--- src/rtl/flash_arbiter.sv ---
// flash_arbiter: round-robin sharing of the rom SPI-flash read port between fetch (A) and data (B).
// Define FLASH_ARB_LASTWORD_EN to add a one-word per-port hit buffer that bypasses flash.
module flash_arbiter #(
  parameter int          ADDR_W     = 15,
  parameter int          DATA_W     = 16,
  parameter logic [23:0] FLASH_BASE = 24'h100000
) (
  input  logic              clk,
  input  logic              reset_n,
  input  logic              a_req,
  input  logic [ADDR_W-1:0] a_addr,
  output logic              a_ack,
  output logic [DATA_W-1:0] a_data,
  input  logic              b_req,
  input  logic [ADDR_W-1:0] b_addr,
  output logic              b_ack,
  output logic [DATA_W-1:0] b_data,
  input  logic              rom_ready,
  output logic              rom_req,
  output logic [23:0]       rom_addr,
  input  logic              rom_valid,
  input  logic [DATA_W-1:0] rom_data
);

  typedef enum logic [1:0] {IDLE, ISSUE, WAIT, RESP} state_t;

  state_t            state, state_nx;
  logic              gnt, gnt_nx;     // 1 = port B owns the current transaction
  logic              last_b;          // last completed grant went to B
  logic              pick_b;
  logic [ADDR_W-1:0] pick_addr;

  function automatic logic [23:0] byte_addr(input logic [ADDR_W-1:0] word);
    return FLASH_BASE + (24'(word) << 1);
  endfunction

  // Lone requester wins; on a conflict the port not served last time wins.
  assign pick_b    = b_req && (!a_req || !last_b);
  assign pick_addr = pick_b ? b_addr : a_addr;

`ifdef FLASH_ARB_LASTWORD_EN
  // The port data registers double as buffer data: both load only on flash-path acks.
  logic [1:0]             lw_vld;
  logic [1:0][ADDR_W-1:0] lw_addr;
  logic [ADDR_W-1:0]      pend_addr;
  logic                   lw_hit;

  assign lw_hit = lw_vld[pick_b] && (lw_addr[pick_b] == pick_addr);

  always_ff @(posedge clk or negedge reset_n) begin
    if (!reset_n) begin
      lw_vld    <= '0;
      lw_addr   <= '0;
      pend_addr <= '0;
    end else begin
      if (state == IDLE) pend_addr <= pick_addr;
      if (state == WAIT && rom_valid) begin
        lw_vld[gnt]  <= 1'b1;
        lw_addr[gnt] <= pend_addr;
      end
    end
  end
`endif

  always_comb begin
    state_nx = state;
    gnt_nx   = gnt;
    case (state)
      IDLE: begin
        if (rom_ready && (a_req || b_req)) begin
          gnt_nx = pick_b;
`ifdef FLASH_ARB_LASTWORD_EN
          state_nx = lw_hit ? RESP : ISSUE;
`else
          state_nx = ISSUE;
`endif
        end
      end
      ISSUE:   state_nx = WAIT;
      WAIT:    if (rom_valid) state_nx = RESP;
      RESP:    state_nx = IDLE;
      default: state_nx = IDLE;
    endcase
  end

  always_ff @(posedge clk or negedge reset_n) begin
    if (!reset_n) begin
      state    <= IDLE;
      gnt      <= 1'b0;
      last_b   <= 1'b1;
      rom_req  <= 1'b0;
      rom_addr <= '0;
      a_ack    <= 1'b0;
      b_ack    <= 1'b0;
      a_data   <= '0;
      b_data   <= '0;
    end else begin
      state   <= state_nx;
      gnt     <= gnt_nx;
      rom_req <= (state_nx == ISSUE);
      a_ack   <= (state_nx == RESP) && !gnt_nx;
      b_ack   <= (state_nx == RESP) && gnt_nx;
      if (state == IDLE && state_nx == ISSUE) rom_addr <= byte_addr(pick_addr);
      if (state == WAIT && rom_valid) begin
        if (gnt) b_data <= rom_data;
        else     a_data <= rom_data;
      end
      if (state == RESP) last_b <= gnt;
    end
  end

endmodule

--- config.mk ---
export PLATFORM = sky130hd
export DESIGN_NAME = flash_arbiter
export DESIGN_NICKNAME = d
export VERILOG_FILES = /design/src/rtl/flash_arbiter.sv
export SDC_FILE = /design/constraint.sdc
export NUM_CORES = 1
export LEC_CHECK = 0
export BUFFER_PORTS_ARGS = -buffer_cell sky130_fd_sc_hd__clkbuf_2
export CORE_ASPECT_RATIO = 1.5
export CORE_UTILIZATION = 41
export CTS_CLUSTER_SIZE = 40
export DETAILED_ROUTE_END_ITERATION = 16
export GPL_TIMING_DRIVEN = 0
export PLACE_DENSITY = 0.74
export REMOVE_ABC_BUFFERS = 1
export SKIP_CTS_REPAIR_TIMING = 1
export SYNTH_ARGS = -nofsm -noshare
export SYNTH_HDL_FRONTEND = slang
export SYNTH_SLANG_ARGS = --single-unit
--- constraint.sdc ---
create_clock -name clk -period 2.13 [get_ports clk]
set_input_delay 0.213 -clock clk [delete_from_list [all_inputs] [get_ports clk]]
set_output_delay 0.213 -clock clk [all_outputs]
set_load 0.01 [all_outputs]
==> reports/qor.yml <==
outcome:
  status: "finished, violations left"
  violations: "hold timing"
cts:
  clk_pin_slew_ps: 90
  worst_skew_pair.late_latency_ps: 300
  cts_buffer_depth: 2
  cts_tree: "yes"
  cts-buffers-inserted: 5
  clkSinkCount: 55
  cts_max_level: 2
  cts_root_buf: "clkbuf_8"
sta:
  final_hold_viol_count: 54
  worst_hold_slack_ps: -49.69
  drv_slew: 0
  worst_pin_slew_ps: 773.1
  setup_viol: 0
  max_slew_margin_pct: 48.16
  fin_crit_sh_pct: 95.26
  finClkSkew_ps: 6.980
  finalSetupTns_ps: 0
  fmax_ghz: 0.4928
  min_period_ps: 2029
grt:
  antenna_found_initial: 0
  grt_max_degree: 56
  grt_pass1_wl_um: 7176
  track_usage_pct: 14.91
  grt.overflow.total: 0
  first_global_vias: 1651
min_path:
  hp-class: "in -> async"
logic_synthesis:
  synth_edf_count: 0
  synth_area_per_cell_um2: 15.66
  synth_cell_types: 25
  synth_commonest_cells: "dfrtp_1, mux2_2, buf_4, mux2_4, ha_1"
  yosysSeqAreaShare_pct: 57.11
  synthFlopType: "dfrtp_1"
  synth.ff_latch_count: 55
  post-synth-top-area-fraction_pct: 56.02
  syn-cell-area_um2: 2412
  synthCells: 154
  synth.area.top_cells: "dfrtp_1, mux2_2, mux2_4"
  yosysWarnings: 0
  synthArstFlopShare_pct: 100.0
  yosys.area.top_type: "dfrtp_1"
setup_path:
  critical_path_class: "reg -> reg"
  rr_startpoint: "state[0]"
  endpoint: "rom_addr[6]"
  required_ps: 2310
  worstSetupEndpointType: "flip-flop"
  r2r_end: "rom_addr[6]"
  timing.reg2reg.setup_slack_ps: 100
  r2r_cells: 6
  crit_start: "state[0]"
  cp_data_arrival_time_ps: 2210
  worstPathMaxFanout: 16
  cp-start-kind: "flip-flop"
placement:
  io_buffers: 102
  post-dp-hpwl_um: 3295
  dpl_cell_area_um2: 2944
  place.gp.congestion: 0.7729
die:
  row_count: 33
  dieArea_um2: 6201
  initial_core_util_pct: 43.28
  io_pins: 111
  fp.dieH_um: 95.95
  die_w_um: 64.63
  coreArea_um2: 5574
route:
  drt_wl_total_um: 4356
  drt.antenna.violating_nets: 0
  num_vias: 1577
  firstDrtPassIters: 2
  wl_per_cell_um: 13.16
  dr.first_iter.drc_count: 28
  vias_per_cell: 4.764
  post-route-drc-count: 0
cells_and_area:
  final_area_um2: 3109
  fin_util_pct: 55.78
  layout.nets: 316
  insertedDiodeCount: 0
  drive_above_1_share_pct: 69.35
  fillers: 490
  areaGrowthSynthToFinish_pct: 28.89
job:
  max_cap_viol_count: 0
pwr:
  peakVddDrop_v: 0.0007243
  leakagePower_nw: 1.558
  powerDensity_nw_per_um2: 1436
through the flow:
step                power [mW]  cells  worst slack [ps]
global route             4.780    331            -1.301
finish                   4.465    331             100.9
global placement         3.711    321            -294.0
detailed placement       3.763    321            -297.2
floorplan                3.023    149            -35.44
CTS                      4.489    329            -322.4
placed cells by master, fill, tap and decap left out:
cell type and count:
a41oi_1 1, bufinv_16 1, buf_12 2, nand3_2 1, a221oi_4 1, nand2b_1 1, nor2b_1 2, a22oi_1 1
ha_1 4, or2_2 1, conb_1 8, dfrtp_1 54, mux2_4 9, and3_1 1, clkbuf_8 6, mux2_2 54
o21ai_2 1, clkbuf_2 101, buf_4 1, nand3b_1 1, clkinv_2 1, o21ai_1 1, and3b_1 1, a21boi_2 1
dfstp_2 1, or2b_1 1, inv_1 3, a31oi_1 1
kinds of logic after synthesis:
logic type,Yosys count,synth area share [%]
AO/OA/AOI/OAI,7,3.061
adder cells (fa/ha/maj),4,2.075
buffers and inverters,15,4.305
flip-flops,55,57.11
multiplexers,63,30.81
other,1,0.1555
AND/OR/NAND/NOR,9,2.490
worst max-delay path, stage by stage, from the launching register on:
cell      delay (ps)
dfrtp_1          410
inv_1             90
ha_1             360
or2b_1           270
a221oi_4         240
buf_12           200
mux2_2           340
worst min path at each step:
stage	end	slack, ps	cells after the start
global route	a_data[13]	2	1
floorplan	a_ack	-80	0
detailed placement	rom_addr[20]	450	1
CTS	b_data[0]	140	2
finish	gnt	-50	1
global placement	rom_addr[20]	460	1
registers in the layout, indices dropped and copies added (netlist names):
signal / cells
last_b: 1
a_data: 16
b_data: 16
b_ack: 1
a_ack: 1
rom_req: 1
rom_addr: 16
gnt: 1
state: 2
cell type report:
type	instances	area (um2)	share of cell area (%)
Clock buffer	6	82.58	2.656
Clock inverter	2	35.03	1.127
Inverter	3	11.26	0.3622
Multi-Input combinational cell	91	962.2	30.95
Sequential cell	55	1378	44.31
Tap cell	70	87.58	2.817
Timing Repair Buffer	104	553.0	17.79
power by group:
| part | total [mW] | internal (mW) | switching, mW | leakage [nW] |
|---|---|---|---|---|
| combinational | 1.93 | 1.06 | 0.869 | 0.846 |
| clock | 0.694 | 0.380 | 0.313 | 0.0612 |
| sequential | 1.84 | 1.57 | 0.269 | 0.651 |
| total | 4.46 | 3.01 | 1.45 | 1.56 |
per-layer routing:
layer  wire (um)  track usage, %  vias to the layer above
met5           0               0                        -
met4          21           3.889                        0
met3         366           4.739                        2
met2        2138           26.84                       90
met1        1830           16.92                      751
li1            -               -                      734
No activity file was read; power rests on OpenSTA's default activity.
